`src/rtl/count_event_logger_pkg.sv`:
```
// Shared constants and record-layout helpers for the counter event logger.
// Record layout, MSB first: {wrap, match, timestamp, count}.
package count_event_logger_pkg;

    localparam int DROP_W        = 8;
    localparam int REC_COUNT_LSB = 0;

    function automatic int rec_ts_lsb(input int cnt_w);
        return REC_COUNT_LSB + cnt_w;
    endfunction

    function automatic int rec_match_bit(input int cnt_w, input int ts_w);
        return rec_ts_lsb(cnt_w) + ts_w;
    endfunction

    function automatic int rec_wrap_bit(input int cnt_w, input int ts_w);
        return rec_match_bit(cnt_w, ts_w) + 1;
    endfunction

    function automatic int rec_width(input int cnt_w, input int ts_w);
        return cnt_w + ts_w + 2;
    endfunction

endpackage

```
`src/rtl/count_event_logger_fifo.sv`:
```
// Show-ahead synchronous FIFO: rd_data always presents the head entry.
// A push into a full FIFO is only accepted when a pop frees a slot in the same cycle.
module sync_fifo_sa #(
    parameter int WIDTH = 8,
    parameter int DEPTH = 4
) (
    input  logic                     clk,
    input  logic                     reset,
    input  logic                     push,
    input  logic [WIDTH-1:0]         wr_data,
    input  logic                     pop,
    output logic [WIDTH-1:0]         rd_data,
    output logic                     full,
    output logic                     empty,
    output logic [$clog2(DEPTH):0]   level
);

    localparam int PTR_W = $clog2(DEPTH);
    localparam int LVL_W = PTR_W + 1;

    logic [WIDTH-1:0] mem_q [DEPTH];
    logic [WIDTH-1:0] mem_d [DEPTH];
    logic [PTR_W-1:0] wr_ptr_q, wr_ptr_d;
    logic [PTR_W-1:0] rd_ptr_q, rd_ptr_d;
    logic [LVL_W-1:0] level_q, level_d;
    logic             do_push, do_pop;

    assign empty   = (level_q == '0);
    assign full    = (level_q == LVL_W'(DEPTH));
    assign level   = level_q;
    assign rd_data = mem_q[rd_ptr_q];

    always_comb begin
        do_pop   = pop & ~empty;
        do_push  = push & (~full | do_pop);
        mem_d    = mem_q;
        wr_ptr_d = wr_ptr_q;
        rd_ptr_d = rd_ptr_q;
        level_d  = level_q;
        if (do_push) begin
            mem_d[wr_ptr_q] = wr_data;
            wr_ptr_d        = wr_ptr_q + PTR_W'(1);
        end
        if (do_pop) begin
            rd_ptr_d = rd_ptr_q + PTR_W'(1);
        end
        // Simultaneous push and pop leaves occupancy unchanged, including when full.
        case ({do_push, do_pop})
            2'b10:   level_d = level_q + LVL_W'(1);
            2'b01:   level_d = level_q - LVL_W'(1);
            default: level_d = level_q;
        endcase
    end

    always_ff @(posedge clk or posedge reset) begin
        if (reset) begin
            for (int i = 0; i < DEPTH; i++) begin
                mem_q[i] <= '0;
            end
            wr_ptr_q <= '0;
            rd_ptr_q <= '0;
            level_q  <= '0;
        end else begin
            mem_q    <= mem_d;
            wr_ptr_q <= wr_ptr_d;
            rd_ptr_q <= rd_ptr_d;
            level_q  <= level_d;
        end
    end

endmodule

```
`src/rtl/count_event_logger.sv`:
```
// Watches the lab counter, timestamps wrap/match events and queues them for
// the reporting logic; events arriving while the queue is full are counted.
module count_event_logger
    import count_event_logger_pkg::*;
#(
    parameter int CNT_W = 4,
    parameter int DEPTH = 4,
    parameter int TS_W  = 8
) (
    input  logic                             clk,
    input  logic                             reset,
    input  logic                             en,
    input  logic [CNT_W-1:0]                 count_in,
    input  logic [CNT_W-1:0]                 cmp_val,
    output logic                             evt_valid,
    input  logic                             evt_ready,
    output logic [rec_width(CNT_W,TS_W)-1:0] evt_data,
    output logic [$clog2(DEPTH):0]           level,
    output logic [DROP_W-1:0]                drop_cnt
);

    localparam int REC_W     = rec_width(CNT_W, TS_W);
    localparam int TS_LSB    = rec_ts_lsb(CNT_W);
    localparam int MATCH_BIT = rec_match_bit(CNT_W, TS_W);
    localparam int WRAP_BIT  = rec_wrap_bit(CNT_W, TS_W);

    logic [TS_W-1:0]   ts_q, ts_d;
    logic [CNT_W-1:0]  prev_cnt_q, prev_cnt_d;
    logic              prev_vld_q, prev_vld_d;
    logic [DROP_W-1:0] drop_cnt_q, drop_cnt_d;
    logic              det_en, wrap, match, push, pop, drop;
    logic              fifo_full, fifo_empty;
    logic [REC_W-1:0]  rec;

    always_comb begin
        ts_d       = ts_q + TS_W'(1);
        prev_cnt_d = prev_cnt_q;
        prev_vld_d = 1'b0;
        if (en) begin
            prev_cnt_d = count_in;
            prev_vld_d = 1'b1;
        end
    end

    // The first enabled cycle only primes prev_cnt, so no event can fire then.
    always_comb begin
        det_en = en & prev_vld_q;
        wrap   = det_en && (prev_cnt_q == {CNT_W{1'b1}}) && (count_in == '0);
        match  = det_en && (count_in == cmp_val) && (count_in != prev_cnt_q);
        push   = wrap | match;
        rec                            = '0;
        rec[REC_COUNT_LSB +: CNT_W]    = count_in;
        rec[TS_LSB +: TS_W]            = ts_q;
        rec[MATCH_BIT]                 = match;
        rec[WRAP_BIT]                  = wrap;
    end

    always_comb begin
        pop        = evt_valid & evt_ready;
        drop       = push & fifo_full & ~pop;
        drop_cnt_d = drop_cnt_q;
        if (drop && (drop_cnt_q != {DROP_W{1'b1}})) begin
            drop_cnt_d = drop_cnt_q + DROP_W'(1);
        end
    end

    always_ff @(posedge clk or posedge reset) begin
        if (reset) begin
            ts_q       <= '0;
            prev_cnt_q <= '0;
            prev_vld_q <= 1'b0;
            drop_cnt_q <= '0;
        end else begin
            ts_q       <= ts_d;
            prev_cnt_q <= prev_cnt_d;
            prev_vld_q <= prev_vld_d;
            drop_cnt_q <= drop_cnt_d;
        end
    end

    sync_fifo_sa #(
        .WIDTH (REC_W),
        .DEPTH (DEPTH)
    ) u_fifo (
        .clk     (clk),
        .reset   (reset),
        .push    (push),
        .wr_data (rec),
        .pop     (pop),
        .rd_data (evt_data),
        .full    (fifo_full),
        .empty   (fifo_empty),
        .level   (level)
    );

    assign evt_valid = ~fifo_empty;
    assign drop_cnt  = drop_cnt_q;

endmodule

```
`config.mk`:
```
export PLATFORM = sky130hd
export DESIGN_NAME = count_event_logger
export DESIGN_NICKNAME = d
export VERILOG_FILES = /design/src/rtl/count_event_logger_pkg.sv /design/src/rtl/count_event_logger_fifo.sv /design/src/rtl/count_event_logger.sv
export SDC_FILE = /design/constraint.sdc
export NUM_CORES = 1
export LEC_CHECK = 0
export CAP_MARGIN = 10
export CORE_MARGIN = 2
export CORE_UTILIZATION = 60
export DETAILED_ROUTE_END_ITERATION = 12
export GPL_TIMING_DRIVEN = 0
export PLACE_DENSITY = 0.87
export SYNTH_ARGS = -nofsm -noshare
export SYNTH_HDL_FRONTEND = slang
export SYNTH_SLANG_ARGS = --single-unit
```
`constraint.sdc`:
```
create_clock -name clk -period 5.3 [get_ports clk]
set_input_delay 1.06 -clock clk [delete_from_list [all_inputs] [get_ports clk]]
set_output_delay 1.06 -clock clk [all_outputs]
set_load 0.01 [all_outputs]
```
* Yosys cells after proc, flatten, opt, wreduce, memory -nomap -nowiden
Index checks and enable logic that the tools add are counted.
Storage, ports and cells: register bits after elaboration 84, input bits 12
Cells by class: equal/unequal tests 7, multiplexer cells 8, add/sub/neg operators 6, $lt $le $gt $ge 3, reductions and logical operators 9, bitwise gates (word level) 13
Operators by type and width (number):
- $bwmux 56 | 1
- $mux 14 | 3
- $bmux 14 s2 | 1
- $demux 14 s2 | 1
- $add 8x1->8 const B | 2
- $ne 8x8->1 const B | 1
- $and 1x1->1 | 6
- $ge 3x3->1 const B | 2
- $logic_and 1x1->1 | 6
- $not 2->3 | 2
- $pmux 3 s2 | 1
- $add 2x1->2 const B | 2
- $eq 4x4->1 | 1
- $eq 4x4->1 const B | 1
- $logic_not 4->1 | 1
- $ne 4x4->1 | 1
- $add 3x1->3 const B | 1
- $eq 3x3->1 const B | 1
- $logic_not 3->1 | 1
- $lt 3x1->1 const B | 1
- $not 1->1 | 3
- $sub 3x1->3 const B | 1
- $eq 2x1->1 const B | 1
- $eq 2x2->1 const B | 1
- other kinds (3) | 4

* Logic depth before layout (Yosys ltp)
Gate-level depths: netlist (run 1).
depth after elaboration 8, mapped depth 13, mapped depth without buffers 11

* Modules after synthesis
From an unflattened synthesis (run 1), not the netlist that was laid out.
Unflattened totals: cells, all modules 260, area total of the unflattened synthesis 3902.5 um2
By module, submodules not included:
- sync_fifo_sa | area each 2854.0 um2, times used 1, cells an instance 176
- count_event_logger | area each 1048.5 um2, times used 1, cells an instance 84

* Worst setup path before layout (run 1)
OpenSTA, ideal clock, no wires.
path kind input to register, from input count_in[2], to register u_fifo.level_q[2], in the netlist u_fifo.level[2], buffers on the path 2, library setup time 0.079 ns, setup slack 2.225 ns, arrival time 2.996 ns, stages on the path 13, cell sequence buf_2 nor4b_2 and4bb_2 a31oi_2 buf_6 nor2_2 inv_2 ha_1 inv_1 fa_1 xor2_1 nor2_1 xor2_1
On the way: longest elaborated chain between the ends 7
Ends and longest elaborated chain:
- start, declared | RTL line count_event_logger.sv:13 | input logic [CNT_W-1:0] count_in,
- $eq 4x4->1 | RTL line count_event_logger.sv:49 | match = det_en && (count_in == cmp_val) && (count_in != prev_cnt_q);
- $logic_and 1x1->1 (2 in series) | RTL line count_event_logger.sv:49
- $or 1x1->1 (*) | RTL line count_event_logger.sv:50 | push = wrap | match;
- $and 1x1->1 (*) | RTL line count_event_logger_fifo.sv:35 | do_push = push & (~full | do_pop);
- $eq 2x1->1 / $eq 2x2->1 (equally long branches) | RTL line count_event_logger_fifo.sv:48 | case ({do_push, do_pop})
- $pmux 3 s2 / $reduce_bool 2->1 (equally long branches)
- end signal, assigned | RTL line count_event_logger_fifo.sv:67 | level_q <= level_d;
- end, declared | RTL line count_event_logger_fifo.sv:25 | logic [LVL_W-1:0] level_q, level_d;
Every way passes the cells marked *; elsewhere a longest branch is shown, timed or not. A chain may end at the register's enable or synchronous reset.

* Final worst setup path (run 1)
from register u_fifo.rd_ptr_q[0], to output evt_data[12]
On the way: longest elaborated chain between the ends 4
Ends and longest elaborated chain:
- start, declared | RTL line count_event_logger_fifo.sv:24 | logic [PTR_W-1:0] rd_ptr_q, rd_ptr_d;
- start signal, assigned | RTL line count_event_logger_fifo.sv:66 | rd_ptr_q <= rd_ptr_d;
- $not 2->3 (not written as such) | RTL line count_event_logger_fifo.sv:31 | assign rd_data = mem_q[rd_ptr_q];
- $bmux 14 s2 | RTL line count_event_logger_fifo.sv:31
- $mux 14 (not written as such) (2 in series) | RTL line count_event_logger_fifo.sv:31
- end, declared | RTL line count_event_logger.sv:17 | output logic [rec_width(CNT_W,TS_W)-1:0] evt_data,
Every way passes these cells. The select of a mux whose other input is x is not followed.

==> metrics, run 1 <==
outcome=complete, no violations; Reg clk slew, reported paths=90 ps; synthesized flop and latch total=84; first-pass GRT wire length=12630 um; slowest cell on the critical path=mux4_2; Post-Syn Area=3887 um^2; cts repair resizes=0; main flop type after synthesis=dfrtp_1; commonest non-fill, non-tap cells in the layout=dfrtp_1, mux2_1, clkdlybuf4s50_1; gr usage total=0.2321; Placeable Area=6314 um^2; Final GP Congestion=0.7733; Post-synth EDFFs=0; Cell variety after synth=35; CTS tree=built; Crit Path Category=reg -> out; Row Count=29; Synth Warn #=0; Synth-to-Final Area Change=17.03%; Worst Path Buf+Inv=3; Post-CTS Hold Fix Bufs=0; chip height=84.50 um; Port Buffers=33; worst-skew pair later-pin latency=360 ps; Via density=5.795; mean routed wirelength per cell=18.50 um; final hold violation count=0; Worst Hold Class=reg -> reg; DR iter-0 viols=123; RSZ-0062 raised after global routing=false; area share of the largest cell type after synthesis=0.5407; vias in the first global route=2544; required time of the critical path=4240 ps; top cells by area, synth=dfrtp_1, mux2_1, mux4_2; Syn Area/Cell=14.24 um^2; Mapped Cells=273; CP Cell Sequence=clkbuf_1 -> buf_2 -> mux4_2 -> clkdlybuf4s50_1; Final Max Slew Viols=0; CTS buffer count=9; Die Span X=84.50 um; fill count=446; TritonCTS sink count=84; Largest delay share family, worst path=buffers and inverters; Setup Viol. Count Final=0; FMAX=0.2710 GHz; die area=7139 um^2; Clock H-tree levels=3; peak supply drop=0.2275 mV; root buf cell=clkbuf_8; Initial Util=0.6157; Synth Net Count=293; layout cell share with drive strength beyond 1=0.1796; leakage=2.174 nW; via count=2318; final setup skew=7.428 ps; Placement Setup Slack=1532 ps; crit path time final=3689 ps; Final WS setup=1611 ps; worst-margin pin slew=681.6 ps; PwrDens=398.7 nW/um^2; post-route ant nets=0; Worst R2R Setup Slack=2680 ps; startpoint types=flop; largest net degree at the start of global routing=46; Slew headroom=0.5456; max incr delay on CP=560 ps; worst-path fanout max=10; most common cell after layout, fill and taps aside=dfrtp_1; clk buf depth=2; number of remaining DRC errors=0; Layout Nets=338; nature of the critical path endpoint=output pin; area leader, netlist=dfrtp_1; placed wire-length estimate=5086 um; final wirelength=7399 um; fin crit share=0.6961; CP arrival=2630 ps; sequential-to-total area share from yosys stat=0.5407; post-CTS setup buffer count=0; max cap viols=0; ys async rst share=1.000; initial antenna violation count=0; GR Overflow Total=0; antenna diode instance count=0; Pre-antenna DRT Iters=5; # IOs=38; post-route setup TNS=0 ps
synth_stat cells, types with 2 or more instances:
cell / instances
nor4_2: 3
nand3_1: 13
xnor2_1: 13
nand4_1: 3
dfrtp_1: 84
nor2_1: 5
mux4_2: 14
nor4b_2: 2
and3_1: 3
o21ai_0: 3
buf_6: 3
nand2_1: 14
ha_1: 7
xor2_1: 14
inv_1: 7
buf_4: 2
nor3_1: 2
clkbuf_1: 2
mux2_2: 4
o21ai_1: 5
nor2_4: 2
mux2_1: 50
buf_2: 6
metal layers:
metal | GRT usage | vias up | share of wire
li1 | - | 1063 | -
met1 | 0.3007 | 1199 | 0.45
met2 | 0.3865 | 47 | 0.50
met3 | 0.06686 | 9 | 0.037
met4 | 0.06494 | 0 | 0.013
met5 | 0 | - | 0
final cells by class:
| type | count | area [um^2] | share of cell area |
|---|---|---|---|
| multi-input cells | 168 | 1669 | 0.3669 |
| inverters | 8 | 32.53 | 0.007151 |
| repair buffers | 34 | 350.3 | 0.07701 |
| clock inverters | 7 | 88.84 | 0.01953 |
| flip-flops and latches | 84 | 2102 | 0.4620 |
| clock buffers | 9 | 123.9 | 0.02723 |
| plain buffers | 13 | 86.33 | 0.01898 |
| well taps | 77 | 96.34 | 0.02118 |
state kept, by name (all words and copies together) (netlist names):
register         cells
prev_vld_q           1
u_fifo.rd_ptr_q      2
prev_cnt_q           4
ts_q                 8
u_fifo.level         3
u_fifo.mem_q        56
drop_cnt             8
u_fifo.wr_ptr_q      2
power breakdown:
group | leakage (nW) | switching, mW | internal [mW]
logic | 0.951 | 0.234 | 0.268
clock network | 0.106 | 0.256 | 0.231
registers | 1.12 | 0.0771 | 0.748
total | 2.17 | 0.567 | 1.25
kinds of logic after synthesis:
logic type | count (synthesis) | share of synthesized area
DFF | 84 | 0.5407
muxes | 69 | 0.2401
and+or+nand+nor | 54 | 0.08530
xor gates and xnor gates | 27 | 0.06083
buffers and inverters | 21 | 0.02993
AOI/OAI and AO/OA | 10 | 0.01545
adders and majority gates | 8 | 0.02768
path summary, 6_finish.rpt:
kind | start | to | depth (start not counted)
worst max register to register | prev_cnt_q[0] | u_fifo.level[2] | 12
worst min register to register | u_fifo.mem_q[15] | u_fifo.mem_q[15] | 1
min in group asynchronous | reset | drop_cnt[2] | 2
worst max-delay path | u_fifo.rd_ptr_q[0] | evt_data[12] | 4
worst min-delay path | u_fifo.mem_q[15] | u_fifo.mem_q[15] | 1
max in group asynchronous | reset | u_fifo.mem_q[0] | 3
stage by stage:
stage	power, mW	area [um^2]	util	std cells	hold slack [ps]
after floorplan	1.144	3887	-	273	444.1
after global placement	1.307	4314	0.6833	383	461.6
after detailed placement	1.339	4337	0.6869	384	468.6
after CTS	1.828	4549	0.7206	400	490.1
after global routing	1.906	4549	0.7206	400	497.7
final	1.814	4549	0.7206	400	486.7
Note: power is estimated with default switching activity, not from simulation.
==> run 2, diff against run 1 <==
CORE_UTILIZATION = 51   (was 60)
PLACE_DENSITY = 0.79   (was 0.87)
clock period = 3.24 ns   (was 5.3 ns; I/O delays follow)
==> metrics, run 2 (synthesized netlist as in run 1, its figures left out) <==
clock share of power=0.284 (was 0.269); Crit Path Category=reg -> out (unchanged); required time of the critical path=2590 ps (was 4240 ps); Reg clk slew, reported paths=90 ps (about the same); Pre-antenna DRT Iters=4 (was 5); fin crit share=0.9287; FF-to-FF Start=prev_cnt_q[0] (unchanged); layout cell share with drive strength beyond 1=0.1832 (was 0.1796); DR iter-0 viols=71 (was 123); largest net degree at the start of global routing=63 (was 46); crit path time final=3009 ps; worst setup path start=u_fifo.rd_ptr_q[0] (unchanged); post-route cell area=4604 um^2 (was 4549 um^2); via count=2289 (was 2318); first-pass GRT wire length=12340 um (was 12630 um); Post-CTS Hold Fix Bufs=0 (unchanged); Row Count=31 (was 29); die area=8337 um^2 (was 7139 um^2); TritonCTS sink count=84 (unchanged); root buf cell=clkbuf_8 (unchanged); outcome=complete, no violations (unchanged); crit path to=evt_data[11] (was evt_data[12]); vias in the first global route=2476 (was 2544); final setup skew=15.20 ps (was 7.428 ps); CP arrival=2360 ps (was 2630 ps); final wirelength=7266 um (was 7399 um); Via density=5.437 (was 5.795); worst-path fanout max=10 (unchanged); Final Max Slew Viols=0 (unchanged); Synth-to-Final Area Change=18.44% (was 17.03%); startpoint types=flop (unchanged); antenna diode instance count=0 (unchanged); max cap viols=0 (unchanged); nature of the critical path endpoint=output pin (unchanged); CTS tree=built (unchanged); gr usage total=0.1918 (was 0.2321); R2R depth=12 (unchanged); Slew headroom=0.5624 (was 0.5456); most common cell after layout, fill and taps aside=dfrtp_1 (unchanged); RSZ-0062 raised after global routing=false (unchanged); RR Endpoint=u_fifo.level[2] (unchanged); non-filler instance count after layout=421 (was 400); number of remaining DRC errors=0 (unchanged); placed wire-length estimate=4913 um (was 5086 um); share of power burned in registers=0.455 (about the same); final hold violation count=0 (unchanged); Setup Viol. Count Final=0 (unchanged); # IOs=38 (unchanged); worst-margin pin slew=656.4 ps (was 681.6 ps); Die Span X=91.31 um (was 84.50 um); Post-DP Area=4372 um^2 (was 4337 um^2); CTS buffer count=9 (unchanged); Port Buffers=33 (unchanged); post-route ant nets=0 (unchanged); Biggest register=u_fifo.mem_q (unchanged); Cells after DPL=406 (was 384); Layout Nets=337 (was 338); leakage=2.181 nW (was 2.174 nW); initial antenna violation count=0 (unchanged); FMAX=0.3323 GHz; post-CTS setup buffer count=0 (unchanged); GR Overflow Total=0 (unchanged); Initial Util=0.5303 (was 0.6157); Clock H-tree levels=3 (unchanged); Final GP Congestion=0.8084 (was 0.7733); Power Total=3.012 mW (was 1.814 mW); sw frac=0.2903 (was 0.3128); worst-skew pair later-pin latency=360 ps (about the same); switching power=0.8744 mW (was 0.5674 mW); Worst Hold Class=reg -> reg (unchanged); max FFs per register=56 (unchanged); PwrDens=654.1 nW/um^2 (was 398.7 nW/um^2); chip height=91.31 um (was 84.50 um); mean routed wirelength per cell=17.26 um (was 18.50 um); Worst R2R Setup Slack=650 ps (was 2680 ps); internal cell power=2.137 mW (was 1.246 mW); peak supply drop=0.2871 mV (was 0.2275 mV); commonest non-fill, non-tap cells in the layout=dfrtp_1, mux2_1, clkdlybuf4s50_1 (unchanged); Placeable Area=7331 um^2 (was 6314 um^2); Gate power share=0.261 (was 0.277); clk buf depth=2 (unchanged)
-- run 2: area by class of cell --
class / instances / area, um^2
Buffer: 12 / 82.58
Clock buffer: 11 / 151.4
Clock inverter: 5 / 83.83
Fill cell: 556 / 2726
Inverter: 8 / 32.53
Multi-Input combinational cell: 168 / 1669
Sequential cell: 84 / 2103
Tap cell: 99 / 123.9
Timing Repair Buffer: 34 / 357.8
-- run 2: worst min path at each step --
stage	start	to	slack [ps]	cells past startpoint
after floorplan	u_fifo.mem_q[26]	u_fifo.mem_q[26]	440	2
after CTS	u_fifo.mem_q[8]	u_fifo.mem_q[8]	490	1
after global placement	u_fifo.mem_q[12]	u_fifo.mem_q[12]	460	2
final	u_fifo.mem_q[21]	u_fifo.mem_q[21]	490	1
after detailed placement	u_fifo.mem_q[8]	u_fifo.mem_q[8]	470	1
after global routing	u_fifo.mem_q[21]	u_fifo.mem_q[21]	500	1
-- run 2: worst max-delay path, cell delays in order, from the launching register on --
cell and delay, ps:
dfrtp_2 530, buf_2 390, mux4_2 580, clkdlybuf4s50_1 490
-- run 2: repair_timing --
item                       in CTS  in global routing
hold endpoints to repair        0                  0
setup endpoints to repair       8                  8
resized for setup               0                  1
-- run 2: layer usage --
metal | vias up | share of wire | GRT usage
li1 | 1056 | - | -
met1 | 1173 | 0.47 | 0.2592
met2 | 49 | 0.48 | 0.3025
met3 | 11 | 0.032 | 0.04564
met4 | 0 | 0.018 | 0.07323
met5 | - | 0 | 0
-- run 2: power by group through the flow --
stage / combinational, mW / clock, mW / sequential [mW]
global route: 0.856 / 0.912 / 1.40
floorplan: 0.536 / 0 / 1.34
finish: 0.785 / 0.855 / 1.37
detailed placement: 0.825 / 0 / 1.37
global placement: 0.794 / 0 / 1.36
CTS: 0.798 / 0.870 / 1.37
-- run 2: through the flow --
step / setup TNS, ps / hold slack [ps] / setup WS (ps) / utilization
6_report: 0 / 486.2 / 230.9 / 0.6281
5_1_grt: 0 / 499.7 / 26.11 / 0.6281
4_1_cts: 0 / 490.9 / 31.07 / 0.6279
3_5_place_dp: -135.3 / 472.2 / -135.3 / 0.5963
3_3_place_gp: -67320 / 458.7 / -803.5 / 0.5923
2_1_floorplan: 0 / 444.1 / 426.9 / -
